**config.mk**
```make
export PLATFORM = sky130hd
export DESIGN_NAME = tftp_data_encode_flat
export DESIGN_NICKNAME = d
export VERILOG_FILES = /design/src/rtl/tftp_data_encode_pkg.sv /design/src/rtl/tftp_data_encode_if.sv /design/src/rtl/tftp_data_encode_rd_prefetch.sv /design/src/rtl/tftp_data_encode.sv /design/src/flat_wrapper.sv
export SDC_FILE = /design/constraint.sdc
export NUM_CORES = 1
export LEC_CHECK = 0
export ABC_AREA = 1
export CAP_MARGIN = 20
export CELL_PAD_IN_SITES_DETAIL_PLACEMENT = 0
export CELL_PAD_IN_SITES_GLOBAL_PLACEMENT = 2
export CORE_MARGIN = 8
export CORE_UTILIZATION = 29
export CTS_BUF_LIST = sky130_fd_sc_hd__clkbuf_4 sky130_fd_sc_hd__clkbuf_8 sky130_fd_sc_hd__clkbuf_16
export DETAILED_ROUTE_END_ITERATION = 10
export PLACE_DENSITY = 0.88
export SETUP_SLACK_MARGIN = 0.05
export SYNTH_ARGS = -nofsm -noshare
export SYNTH_HDL_FRONTEND = slang
export SYNTH_SLANG_ARGS = --single-unit
```
**constraint.sdc**
```tcl
create_clock -name clk -period 3.52 [get_ports clk]
set_clock_uncertainty 0.05 [all_clocks]
set_input_delay 0.704 -clock clk [delete_from_list [all_inputs] [get_ports clk]]
set_output_delay 0.704 -clock clk [all_outputs]
set_load 0.01 [all_outputs]
```
**src/rtl/tftp_data_encode_pkg.sv**
```systemverilog
// Shared constants, state encoding and header helper for the TFTP DATA encoder.
package tftp_data_encode_pkg;

    // TFTP opcodes
    localparam logic [15:0] OP_RRQ   = 16'd1;
    localparam logic [15:0] OP_WRQ   = 16'd2;
    localparam logic [15:0] OP_DATA  = 16'd3;
    localparam logic [15:0] OP_ACK   = 16'd4;
    localparam logic [15:0] OP_ERROR = 16'd5;

    // Default maximum payload bytes per DATA packet
    localparam int BLOCK_LEN_DEF = 512;

    typedef enum logic [1:0] {
        ST_IDLE = 2'd0,
        ST_HDR  = 2'd1,
        ST_DATA = 2'd2,
        ST_DONE = 2'd3
    } enc_state_t;

    // Header byte idx of a DATA packet: opcode then block number, both big-endian.
    function automatic logic [7:0] hdr_byte(input logic [1:0]  idx,
                                            input logic [15:0] opcode,
                                            input logic [15:0] block);
        logic [7:0] b;
        case (idx)
            2'd0:    b = opcode[15:8];
            2'd1:    b = opcode[7:0];
            2'd2:    b = block[15:8];
            default: b = block[7:0];
        endcase
        return b;
    endfunction

endpackage

```
**src/rtl/tftp_data_encode_if.sv**
```systemverilog
// Byte-stream and file-memory bus between the DATA encoder and its neighbours.
interface tftp_data_encode_if #(
    parameter int MEM_AW = 16
);
    logic [7:0]        tx_data;
    logic              tx_valid;
    logic              tx_ready;
    logic              tx_last;
    logic [MEM_AW-1:0] mem_addr;
    logic              mem_rd;
    logic [7:0]        mem_data;

    modport master (
        output tx_data, tx_valid, tx_last, mem_addr, mem_rd,
        input  tx_ready, mem_data
    );

    modport slave (
        input  tx_data, tx_valid, tx_last, mem_addr, mem_rd,
        output tx_ready, mem_data
    );
endinterface

```
**src/rtl/tftp_data_encode_rd_prefetch.sv**
```systemverilog
// Two-entry prefetch buffer: issues file-memory reads ahead of the byte stream
// so the 1-cycle read latency never shows up as a bubble on the output.
module tftp_data_encode_rd_prefetch #(
    parameter int MEM_AW = 16
) (
    input  logic              clk,
    input  logic              reset,
    input  logic              load,
    input  logic [MEM_AW-1:0] base_addr,
    input  logic [9:0]        rd_len,
    input  logic              pop,
    output logic [MEM_AW-1:0] mem_addr,
    output logic              mem_rd,
    input  logic [7:0]        mem_data,
    output logic [7:0]        head_data,
    output logic              head_valid
);

    logic [MEM_AW-1:0] addr_q;
    logic [9:0]        rd_left;
    logic              inflight;
    logic [7:0]        buf_q [2];
    logic              wr_ptr;
    logic              rd_ptr;
    logic [1:0]        count;
    logic [1:0]        occ;

    // Occupancy counts the read in flight, so a slot is reserved before data lands.
    always_comb begin
        occ        = count + {1'b0, inflight};
        mem_rd     = (rd_left != 10'd0) && ((occ < 2'd2) || pop);
        mem_addr   = addr_q;
        head_valid = (count != 2'd0);
        head_data  = buf_q[rd_ptr];
    end

    // Read issue, capture of returning data and buffer bookkeeping.
    always_ff @(posedge clk) begin
        if (reset) begin
            addr_q   <= '0;
            rd_left  <= '0;
            inflight <= 1'b0;
            buf_q[0] <= '0;
            buf_q[1] <= '0;
            wr_ptr   <= 1'b0;
            rd_ptr   <= 1'b0;
            count    <= '0;
        end else if (load) begin
            addr_q   <= base_addr;
            rd_left  <= rd_len;
            inflight <= 1'b0;
            wr_ptr   <= 1'b0;
            rd_ptr   <= 1'b0;
            count    <= '0;
        end else begin
            inflight <= mem_rd;
            if (mem_rd) begin
                addr_q  <= addr_q + 1'b1;
                rd_left <= rd_left - 10'd1;
            end
            if (inflight) begin
                buf_q[wr_ptr] <= mem_data;
                wr_ptr        <= ~wr_ptr;
            end
            if (pop)
                rd_ptr <= ~rd_ptr;
            case ({inflight, pop})
                2'b10:   count <= count + 2'd1;
                2'b01:   count <= count - 2'd1;
                default: count <= count;
            endcase
        end
    end

endmodule

```
**src/rtl/tftp_data_encode.sv**
```systemverilog
// TFTP DATA packet serializer: emits opcode, block number and the file bytes
// of one block as a ready/valid byte stream.
//
//  state   | meaning
//  --------+-----------------------------------------------------------
//  IDLE    | waiting for start; inputs latched when start seen
//  HDR     | sending 4 header bytes; prefetch of file data under way
//  DATA    | sending data_len file bytes from the prefetch buffer
//  DONE    | one cycle with done=1, then back to IDLE
module tftp_data_encode
    import tftp_data_encode_pkg::*;
#(
    parameter int          BLOCK_LEN = BLOCK_LEN_DEF,
    parameter int          MEM_AW    = 16,
    parameter logic [15:0] OPCODE    = OP_DATA
) (
    input  logic                clk,
    input  logic                reset,
    input  logic                start,
    input  logic [15:0]         block_num,
    input  logic [MEM_AW-1:0]   mem_location,
    input  logic [15:0]         file_len,
    tftp_data_encode_if.master  bus,
    output logic                busy,
    output logic                done,
    output logic [9:0]          data_len
);

    localparam int LOG2_BL = $clog2(BLOCK_LEN);
    localparam int OFF_W   = 16 + LOG2_BL;

    enc_state_t        state, state_nx;
    logic [1:0]        hdr_idx;
    logic [9:0]        byte_cnt;
    logic [15:0]       bn_q;

    logic              start_ok;
    logic [OFF_W-1:0]  offset_calc;
    logic [OFF_W-1:0]  flen_ext;
    logic [OFF_W-1:0]  rem_calc;
    logic [9:0]        dlen_calc;
    logic [MEM_AW-1:0] base_calc;

    logic [7:0]        tx_data_c;
    logic              tx_valid_c;
    logic              tx_last_c;
    logic              xfer;
    logic              pop;
    logic [7:0]        head_data;
    logic              head_valid;

    assign start_ok = (state == ST_IDLE) && start;

    // Block offset and payload length; offset is kept wide so large block
    // numbers never alias back into the file.
    always_comb begin
        offset_calc = OFF_W'(block_num - 16'd1) << LOG2_BL;
        flen_ext    = OFF_W'(file_len);
        rem_calc    = flen_ext - offset_calc;
        if ((block_num == 16'd0) || (offset_calc >= flen_ext))
            dlen_calc = 10'd0;
        else if (rem_calc > OFF_W'(BLOCK_LEN))
            dlen_calc = 10'(BLOCK_LEN);
        else
            dlen_calc = rem_calc[9:0];
        base_calc = mem_location + MEM_AW'(offset_calc);
    end

    // State register plus header/data byte counters and latched packet info.
    always_ff @(posedge clk) begin
        if (reset) begin
            state    <= ST_IDLE;
            hdr_idx  <= '0;
            byte_cnt <= '0;
            bn_q     <= '0;
            data_len <= '0;
        end else begin
            state <= state_nx;
            if (start_ok) begin
                bn_q     <= block_num;
                data_len <= dlen_calc;
                hdr_idx  <= '0;
                byte_cnt <= '0;
            end else if (xfer) begin
                if (state == ST_HDR)
                    hdr_idx <= hdr_idx + 2'd1;
                if (state == ST_DATA)
                    byte_cnt <= byte_cnt + 10'd1;
            end
        end
    end

    // Next state and stream outputs; the stream only advances on a transfer.
    always_comb begin
        state_nx   = state;
        tx_valid_c = 1'b0;
        tx_data_c  = 8'h00;
        tx_last_c  = 1'b0;
        pop        = 1'b0;
        done       = 1'b0;
        case (state)
            ST_IDLE: begin
                if (start)
                    state_nx = ST_HDR;
            end
            ST_HDR: begin
                tx_valid_c = 1'b1;
                tx_data_c  = hdr_byte(hdr_idx, OPCODE, bn_q);
                tx_last_c  = (hdr_idx == 2'd3) && (data_len == 10'd0);
                if (bus.tx_ready && (hdr_idx == 2'd3))
                    state_nx = (data_len == 10'd0) ? ST_DONE : ST_DATA;
            end
            ST_DATA: begin
                tx_valid_c = head_valid;
                tx_data_c  = head_data;
                tx_last_c  = (byte_cnt == data_len - 10'd1);
                pop        = head_valid && bus.tx_ready;
                if (pop && tx_last_c)
                    state_nx = ST_DONE;
            end
            ST_DONE: begin
                done     = 1'b1;
                state_nx = ST_IDLE;
            end
            default: state_nx = ST_IDLE;
        endcase
    end

    assign xfer         = tx_valid_c && bus.tx_ready;
    assign busy         = (state != ST_IDLE);
    assign bus.tx_data  = tx_data_c;
    assign bus.tx_valid = tx_valid_c;
    assign bus.tx_last  = tx_last_c;

    tftp_data_encode_rd_prefetch #(
        .MEM_AW (MEM_AW)
    ) u_prefetch (
        .clk        (clk),
        .reset      (reset),
        .load       (start_ok),
        .base_addr  (base_calc),
        .rd_len     (dlen_calc),
        .pop        (pop),
        .mem_addr   (bus.mem_addr),
        .mem_rd     (bus.mem_rd),
        .mem_data   (bus.mem_data),
        .head_data  (head_data),
        .head_valid (head_valid)
    );

endmodule

```
**src/flat_wrapper.sv**
```systemverilog
// flat-port wrapper written by rule: the top's interface ports become plain ports
module tftp_data_encode_flat import tftp_data_encode_pkg::*;
#(
    parameter int          BLOCK_LEN = BLOCK_LEN_DEF,
    parameter int          MEM_AW    = 16,
    parameter logic [15:0] OPCODE    = OP_DATA
)
  (clk, reset, start, block_num, mem_location, file_len, busy, done, data_len, bus_tx_data, bus_tx_valid, bus_tx_last, bus_mem_addr, bus_mem_rd, bus_tx_ready, bus_mem_data);
  tftp_data_encode_if #(.MEM_AW(MEM_AW)) bus_i ();
  input  logic clk;
  input  logic reset;
  input  logic start;
  input  logic [15:0] block_num;
  input  logic [MEM_AW-1:0] mem_location;
  input  logic [15:0] file_len;
  output logic busy;
  output logic done;
  output logic [9:0] data_len;
  output wire logic [$bits(bus_i.tx_data)-1:0] bus_tx_data;
  output wire logic [$bits(bus_i.tx_valid)-1:0] bus_tx_valid;
  output wire logic [$bits(bus_i.tx_last)-1:0] bus_tx_last;
  output wire logic [$bits(bus_i.mem_addr)-1:0] bus_mem_addr;
  output wire logic [$bits(bus_i.mem_rd)-1:0] bus_mem_rd;
  input wire logic [$bits(bus_i.tx_ready)-1:0] bus_tx_ready;
  input wire logic [$bits(bus_i.mem_data)-1:0] bus_mem_data;
  assign bus_tx_data = bus_i.tx_data;
  assign bus_tx_valid = bus_i.tx_valid;
  assign bus_tx_last = bus_i.tx_last;
  assign bus_mem_addr = bus_i.mem_addr;
  assign bus_mem_rd = bus_i.mem_rd;
  assign bus_i.tx_ready = bus_tx_ready;
  assign bus_i.mem_data = bus_mem_data;
  tftp_data_encode #(.BLOCK_LEN(BLOCK_LEN), .MEM_AW(MEM_AW), .OPCODE(OPCODE)) u_core (.clk(clk), .reset(reset), .start(start), .block_num(block_num), .mem_location(mem_location), .file_len(file_len), .bus(bus_i), .busy(busy), .done(done), .data_len(data_len));
endmodule
```
==> qor.log, run 1 <==
qor: setup_path.worst_path_max_delay_cell sky130_fd_sc_hd__clkdlybuf4s50_1
qor: setup_path.cp_cell_sequence clkdlybuf4s50_1 > nor2_2 > inv_1 > buf_4 > o21a_1 > ha_4 > nand2_1 > inv_1 > nand3_1 > nand2_2 > nand2_4 > nor2_4 > nand2_2 > nand2_1 > nand2_1 > nor2_2 > nand3_2 > nor2_4 > clkbuf_16 > nand2_1 > a21oi_1
qor: floorplanning.core-area 20000 um^2
qor: setup_path.worstReg2RegStart u_core.state[0]
qor: floorplanning.top_level_ports 99
qor: place.detailedPlacementHpwl 14.0 mm
qor: synth.seq_area_frac_synth 0.329
qor: cts.ctsRootBufferMaster sky130_fd_sc_hd__clkbuf_16
qor: timing.worstMarginPinSlew 596 ps
qor: cts.cts_made_buffers 9
qor: final_layout.nFillCells 2125
qor: timing.finalSetupTns 0 ps
qor: synth.syn_nets 961
qor: grt.number_of_global_route_vias_before_repair 5560
qor: cts.htreeDepth 3
qor: cts.ctsLongestPathBuffers 2
qor: synth.synth-adder-area-share 0.0669
qor: place.gpl.final_weighted_congestion 0.857
qor: final_layout.layout.nets 1094
qor: setup_path.critical_path.startpoint_type primary input
qor: place.placed_cells_incl_taps 1259
qor: route.wl_per_cell 14.2 um
qor: grt.antenna_found_initial 0
qor: final_layout.syn2layout_area_growth 37.1%
qor: hold_path.hold_start u_core.bn_q[13]
qor: job.timing.max_cap.violations 0
qor: place.port-buffer-count 98
qor: route.final_antenna_net_count 0
qor: synth.post_synth.cell_area_avg 6.70 um^2
qor: timing.rsz0062_at_grt false
qor: timing.fin_crit 3300 ps
qor: synth.combinational_family_with_the_most_area_after_synthesis simple AND/OR/NAND/NOR gates
qor: setup_path.cp.required 3750 ps
qor: power_and_ir_drop.worst_ir_drop_on_vdd 0.285 mV
qor: timing.maxSlewHeadroom 0.602
qor: floorplanning.dieHeight 158 um
qor: synth.synth.yosys.warnings 0
qor: cts.clk_latency 350 ps
qor: floorplanning.placement_rows 52
qor: power_and_ir_drop.power.static_leakage 3.42 nW
qor: timing.fraction_of_the_cycle_the_final_worst_path_needs 0.939
qor: setup_path.crit_arrival 3530 ps
qor: timing.max_clk_rate 303 MHz
qor: cts.clk_pin_slew_worst_paths 70 ps
qor: grt.remaining_overflow_grt 0
qor: setup_path.timing.critical_path.to_type flip-flop
qor: route.drt-initial-drc-count 360
qor: timing.setup_viol 0
qor: route.post_drt_via_cell_ratio 4.61
qor: grt.grt_pass1_wl 29.0 mm
qor: timing.report.final.hold_viol_count 0
qor: setup_path.timing.critical_path.fanout_max 4
qor: final_layout.layout_common_cells sky130_fd_sc_hd__nand2_1 (160), sky130_fd_sc_hd__inv_1 (113), sky130_fd_sc_hd__nor2_1 (110)
qor: floorplanning.floorplan_die_width 158 um
qor: cts.tritoncts_clock_tree built
qor: grt.grt_max_degree 43
qor: synth.syn-instance-count 871
qor: setup_path.worstSetupPathType in2reg
qor: synth.synthSimpleGateAreaFrac 0.272
qor: final_layout.diodes 0
qor: cts.num_clock_sinks 88
qor: grt.grt_util_all_layers 0.147
qor: floorplanning.start_util 0.292
qor: route.firstDrtPassIters 5
qor: route.detailroute.via_count 5893
qor: synth.synth-compound-area-share 0.193
qor: route.dr_drc_count 0
qor: final_layout.finalNonFillerCells 1279
qor: hold_path.hp-class reg2reg
qor: synth.synth_xor_xnor_area_share 0.0480
qor: synth.synth.cell_area 5840 um^2
qor: synth.muxShareOfSynthArea 0
qor: final_layout.most_common_cell_after_layout_fill_and_taps_aside sky130_fd_sc_hd__nand2_1
qor: run_status.outcome finished clean
qor: setup_path.worst_setup_path_startpoint block_num[4]
qor: power_and_ir_drop.pwr_density_cell 515 nW/um^2
qor: final_layout.drive_above_1_share 0.113
qor: synth.postSynthRegisterBits 88
qor: setup_path.critPathMaxStageDelay 450 ps
qor: setup_path.cell_mode_on_critical_path sky130_fd_sc_hd__nand2_1
qor: synth.netlist-cell-type-count 36
qor: route.totalWireLength 18.2 mm
qor: floorplanning.fp.dieArea 24900 um^2
qor: timing.timing_max_transition_violations_final 0
cell usage after synthesis:
cell type,instances,share of area
sky130_fd_sc_hd__a21oi_1,69,0.059
sky130_fd_sc_hd__a221oi_1,2,0.0030
sky130_fd_sc_hd__a31oi_1,12,0.013
sky130_fd_sc_hd__and3_1,1,0.0011
sky130_fd_sc_hd__buf_1,1,0.00064
sky130_fd_sc_hd__clkbuf_1,24,0.015
sky130_fd_sc_hd__clkinv_1,1,0.00064
sky130_fd_sc_hd__dfxtp_1,72,0.25
sky130_fd_sc_hd__edfxtp_1,16,0.082
sky130_fd_sc_hd__fa_1,2,0.0069
sky130_fd_sc_hd__ha_1,28,0.060
sky130_fd_sc_hd__inv_1,115,0.074
sky130_fd_sc_hd__nand2_1,165,0.11
sky130_fd_sc_hd__nand2_2,3,0.0032
sky130_fd_sc_hd__nand3_1,39,0.033
sky130_fd_sc_hd__nand3_2,2,0.0034
sky130_fd_sc_hd__nand3b_1,6,0.0077
sky130_fd_sc_hd__nand4_1,11,0.012
sky130_fd_sc_hd__nand4_2,1,0.0021
sky130_fd_sc_hd__nor2_1,118,0.076
sky130_fd_sc_hd__nor2_2,2,0.0021
sky130_fd_sc_hd__nor2_4,2,0.0039
sky130_fd_sc_hd__nor3_1,15,0.013
sky130_fd_sc_hd__nor3b_1,2,0.0026
sky130_fd_sc_hd__nor4_1,1,0.0011
sky130_fd_sc_hd__o211ai_1,5,0.0064
sky130_fd_sc_hd__o21a_1,11,0.014
sky130_fd_sc_hd__o21ai_0,94,0.081
sky130_fd_sc_hd__o21ai_1,3,0.0026
sky130_fd_sc_hd__o21bai_1,1,0.0013
sky130_fd_sc_hd__o221ai_1,3,0.0045
sky130_fd_sc_hd__o22ai_1,7,0.0075
sky130_fd_sc_hd__o31ai_1,1,0.0013
sky130_fd_sc_hd__or2_2,4,0.0043
sky130_fd_sc_hd__xnor2_1,7,0.011
sky130_fd_sc_hd__xor2_1,25,0.038
metal layers:
| metal | wire length (um) | part of all wire | GRT usage | vias up |
|---|---|---|---|---|
| li1 | - | - | - | 3146 |
| met1 | 9040 | 0.50 | 0.201 | 2628 |
| met2 | 8200 | 0.45 | 0.230 | 109 |
| met3 | 771 | 0.042 | 0.0322 | 10 |
| met4 | 153 | 0.0084 | 0.0367 | 0 |
| met5 | 0 | 0 | 0 | - |
what timing repair did:
| item | 4_1_cts | 5_1_grt |
|---|---|---|
| endpoints found under the setup margin | 1 | 20 |
| cloned | 0 | 1 |
| hold buffers | 0 | 0 |
| gates resized for setup | 1 | 54 |
| pin swaps | 0 | 19 |
| setup buffers | 0 | 3 |
cells by family (layout without fill, tap and decap cells):
group / Yosys count / count (layout)
compound gates: 208 / 208
buf+inv: 141 / 279
flops: 88 / 88
fa+ha+maj: 30 / 30
xor+xnor: 32 / 32
simple gates: 372 / 372
path summary, 6_finish.rpt:
kind	depth (start not counted)	slack (ps)	endpoint
worst max-delay path	21	220	u_core.u_prefetch.rd_left[3]
worst min-delay path	2	440	u_core.bn_q[13]
worst max register to register	12	900	u_core.byte_cnt[8]
worst min register to register	2	440	u_core.bn_q[13]
critical path, delay by kind of cell:
family                   cells  cell delay, ps
AO/OA/AOI/OAI                2             330
AND/OR/NAND/NOR             13            1280
buffers and inverters        5             920
adder cells (fa/ha/maj)      1             310
registers in the layout, indices dropped and copies added (netlist names), named ones only:
signal / count
u_core.bn_q: 16
u_core.u_prefetch.buf_q: 16
u_core.u_prefetch.mem_addr: 16
u_core.byte_cnt: 10
u_core.data_len: 10
u_core.u_prefetch.rd_left: 10
u_core.hdr_idx: 2
u_core.state: 2
u_core.u_prefetch.count: 2
u_core.u_prefetch.inflight: 1
u_core.u_prefetch.rd_ptr: 1
u_core.u_prefetch.wr_ptr: 1
report_power, final:
| group | internal [mW] | switching (mW) | total (mW) |
|---|---|---|---|
| logic | 0.686 | 0.972 | 1.66 |
| clock network | 0.639 | 0.417 | 1.06 |
| registers | 1.23 | 0.177 | 1.41 |
final cells by class:
type / count / area [um^2] / area share
sequential: 88 / 1920 / 0.240
timing repair buffer: 147 / 1400 / 0.174
tap: 270 / 338 / 0.0422
clock buffer: 11 / 240 / 0.0300
clock inverter: 5 / 78.8 / 0.00985
multi-input combinational: 642 / 3590 / 0.449
inverter: 116 / 435 / 0.0544
metrics by stage:
step | power, mW | hold slack (ps) | setup slack, ps | cell area [um^2] | utilization
after floorplan | 2.38 | 400 | 260 | 5840 | -
after global placement | 3.04 | 413 | -204 | 7410 | 0.371
after detailed placement | 3.03 | 427 | -302 | 7410 | 0.371
after CTS | 4.10 | 441 | 61.5 | 7730 | 0.387
final | 4.12 | 438 | 215 | 8000 | 0.401
after global routing | 4.44 | 456 | 63.7 | 8000 | 0.401
No activity file was read; power rests on OpenSTA's default activity.
==> run 2, diff against run 1 <==
- CORE_UTILIZATION: 29 -> 35
- DONT_BUFFER_PORTS: unset -> 1
- GPL_TIMING_DRIVEN: unset -> 0
- RECOVER_POWER: unset -> 100
==> run 2 against run 1 <==
Effect of this change: clock power barely moved; cell area fell by 18%; critical path depth fell by 1; wire length fell by 2.7%; clock-buffer cell count fell by 2; register-to-register slack got worse by 340 ps; maximum frequency rose by 5.0%; non-clock buffer count fell by 120; final cell count fell by 13%; largest power group is now registers.
==> qor.log, run 2 (synthesized netlist as in run 1, its figures left out) <==
qor: floorplanning.top_level_ports 99
qor: floorplanning.floorplan_die_width 145 um
qor: power_and_ir_drop.share_comb_of_total_power 0.346
qor: cts.ctsRootBufferMaster sky130_fd_sc_hd__clkbuf_16
qor: job.timing.max_cap.violations 0
qor: floorplanning.core-area 16500 um^2
qor: setup_path.crit_arrival 3330 ps
qor: cts.tritoncts_clock_tree built
qor: cts.clk_latency 340 ps
qor: cts.clk_pin_slew_worst_paths 70 ps
qor: power_and_ir_drop.power.static_leakage 2.77 nW
qor: timing.worstMarginPinSlew 610 ps
qor: power_and_ir_drop.cellInternalPower 2.29 mW
qor: final_layout.drive_above_1_share 0.0506
qor: place.placed_cells_incl_taps 1091
qor: route.wl_per_cell 15.9 um
qor: route.final_antenna_net_count 0
qor: cts.htreeDepth 3
qor: setup_path.critical_path.startpoint_type primary input
qor: final_layout.syn2layout_area_growth 12.0%
qor: grt.remaining_overflow_grt 0
qor: floorplanning.placement_rows 47
qor: setup_path.timing.critical_path.to_type flip-flop
qor: timing.maxSlewHeadroom 0.589
qor: final_layout.diodes 0
qor: setup_path.worstSetupPathType in2reg
qor: place.detailedPlacementHpwl 13.9 mm
qor: grt.grt_max_degree 17
qor: route.post_drt_via_cell_ratio 5.01
qor: setup_path.timing.critical_path.fanout_max 10
qor: power_and_ir_drop.power.share.sequential 0.376
qor: cts.cts_made_buffers 9
qor: place.dp_slack -606 ps
qor: final_layout.post-route-util 0.397
qor: timing.timing_max_transition_violations_final 0
qor: final_layout.layout.nets 974
qor: power_and_ir_drop.worst_ir_drop_on_vdd 0.202 mV
qor: final_layout.layout_common_cells sky130_fd_sc_hd__nand2_1 (165), sky130_fd_sc_hd__nor2_1 (115), sky130_fd_sc_hd__inv_1 (114)
qor: final_layout.most_common_cell_after_layout_fill_and_taps_aside sky130_fd_sc_hd__nand2_1
qor: run_status.outcome finished clean
qor: timing.report.final.hold_viol_count 0
qor: timing.rsz0062_at_grt false
qor: floorplanning.dieHeight 145 um
qor: route.totalWireLength 17.7 mm
qor: final_layout.finalNonFillerCells 1109
qor: route.firstDrtPassIters 5
qor: grt.antenna_found_initial 0
qor: place.gpl.final_weighted_congestion 0.813
qor: route.detailroute.via_count 5559
qor: power_and_ir_drop.p_switching 1.54 mW
qor: power_and_ir_drop.pwr_density_cell 586 nW/um^2
qor: grt.number_of_global_route_vias_before_repair 5444
qor: timing.setup_viol 0
qor: power_and_ir_drop.pwr-share-clk 0.277
qor: cts.num_clock_sinks 88
qor: setup_path.reg2reg_slack 560 ps
qor: timing.max_clk_rate 318 MHz
qor: floorplanning.fp.dieArea 21100 um^2
qor: timing.fraction_of_the_cycle_the_final_worst_path_needs 0.894
qor: cts.ctsLongestPathBuffers 2
qor: timing.fin_crit 3150 ps
qor: final_layout.nFillCells 1828
qor: route.drt-initial-drc-count 275
qor: power_and_ir_drop.switching_share 0.402
qor: place.port-buffer-count 0
qor: floorplanning.start_util 0.354
qor: grt.grt_pass1_wl 28.6 mm
qor: setup_path.cp.required 3700 ps
qor: hold_path.hp-class in2reg
qor: timing.final.setup.worst_slack 373 ps
qor: grt.grt_util_all_layers 0.166
qor: route.dr_drc_count 0
## run 2: changes by cell type in the layout (fill, tap and decap cells not counted), moves of 3 or more
cell                              before  now
sky130_fd_sc_hd__a21oi_1              60   65
sky130_fd_sc_hd__a21oi_2               9    4
sky130_fd_sc_hd__buf_4                45    1
sky130_fd_sc_hd__clkbuf_1              0   25
sky130_fd_sc_hd__clkdlybuf4s50_1      93    0
sky130_fd_sc_hd__dlymetal6s2s_1        4    0
sky130_fd_sc_hd__nand2_1             160  165
sky130_fd_sc_hd__nand2_4               3    0
sky130_fd_sc_hd__nor2_1              110  115
sky130_fd_sc_hd__nor2_4                6    2
sky130_fd_sc_hd__o21ai_0              92   95
## run 2: through the flow
| stage | area [um^2] | hold slack (ps) | TNS (ps) | total power [mW] |
|---|---|---|---|---|
| final | 6540 | 403 | 0 | 3.83 |
| after global routing | 6540 | 397 | 0 | 4.12 |
| after CTS | 6470 | 392 | 0 | 3.85 |
| after detailed placement | 6110 | 422 | -11240 | 2.79 |
| after global placement | 6110 | 415 | -12090 | 2.78 |
| after floorplan | 5840 | 400 | 0 | 2.38 |
## run 2: per-layer routing
| layer | up-vias | part of all wire | wire (um) | GRT usage |
|---|---|---|---|---|
| li1 | 2898 | - | - | - |
| met1 | 2559 | 0.47 | 8250 | 0.213 |
| met4 | 0 | 0.0085 | 150 | 0.0375 |
| met5 | - | 0 | 0 | 0 |
| met2 | 93 | 0.48 | 8480 | 0.284 |
| met3 | 9 | 0.045 | 790 | 0.0311 |
## run 2: power by group through the flow
stage               logic, mW  registers [mW]  clock network [mW]
floorplan               0.981            1.40                   0
global placement         1.32            1.47                   0
detailed placement       1.32            1.46                   0
CTS                      1.33            1.44                1.08
global route             1.54            1.47                1.11
finish                   1.33            1.44                1.06
## run 2: critical path, cell delays in order
cell and delay [ps]:
sky130_fd_sc_hd__clkinvlp_4 150, sky130_fd_sc_hd__ha_4 230, sky130_fd_sc_hd__nand2_1 130, sky130_fd_sc_hd__nor2_2 70
sky130_fd_sc_hd__xor2_2 180, sky130_fd_sc_hd__ha_2 400, sky130_fd_sc_hd__nand2_1 100, sky130_fd_sc_hd__nor2_1 190
sky130_fd_sc_hd__nand2_1 80, sky130_fd_sc_hd__o211ai_1 120, sky130_fd_sc_hd__nand4_1 130, sky130_fd_sc_hd__nand2_1 80
sky130_fd_sc_hd__nand2_1 50, sky130_fd_sc_hd__nor2_1 120, sky130_fd_sc_hd__nand3_2 90, sky130_fd_sc_hd__nor2_4 130
sky130_fd_sc_hd__buf_12 140, sky130_fd_sc_hd__nand2_1 60, sky130_fd_sc_hd__nand2_1 80, sky130_fd_sc_hd__o21ai_0 70
## run 2: final cells by class
cell class | count | area (um^2) | area share
Timing Repair Buffer | 2 | 27.5 | 0.00421
Multi-Input combinational cell | 642 | 3450 | 0.528
Tap cell | 220 | 275 | 0.0421
Clock inverter | 7 | 103 | 0.0157
Inverter | 116 | 439 | 0.0672
Buffer | 25 | 93.8 | 0.0144
Sequential cell | 88 | 1920 | 0.294
Clock buffer | 9 | 225 | 0.0345
## run 2: path summary, 6_finish.rpt
| check | start | depth (start not counted) | to |
|---|---|---|---|
| max | block_num[0] | 20 | u_core.data_len[9] |
| min | reset | 1 | u_core.data_len[5] |
| max reg2reg | u_core.state[0] | 7 | u_core.u_prefetch.buf_q[1][7] |
| min reg2reg | u_core.byte_cnt[7] | 2 | u_core.byte_cnt[7] |
## run 2: repair_timing
action | in CTS | in global routing
endpoints found under the setup margin | 20 | 21
buffers inserted | 1 | 1
endpoints found under the hold margin | 0 | 0
hold buffers | 0 | 0
resized for setup | 3 | 13
pin swaps | 1 | 1
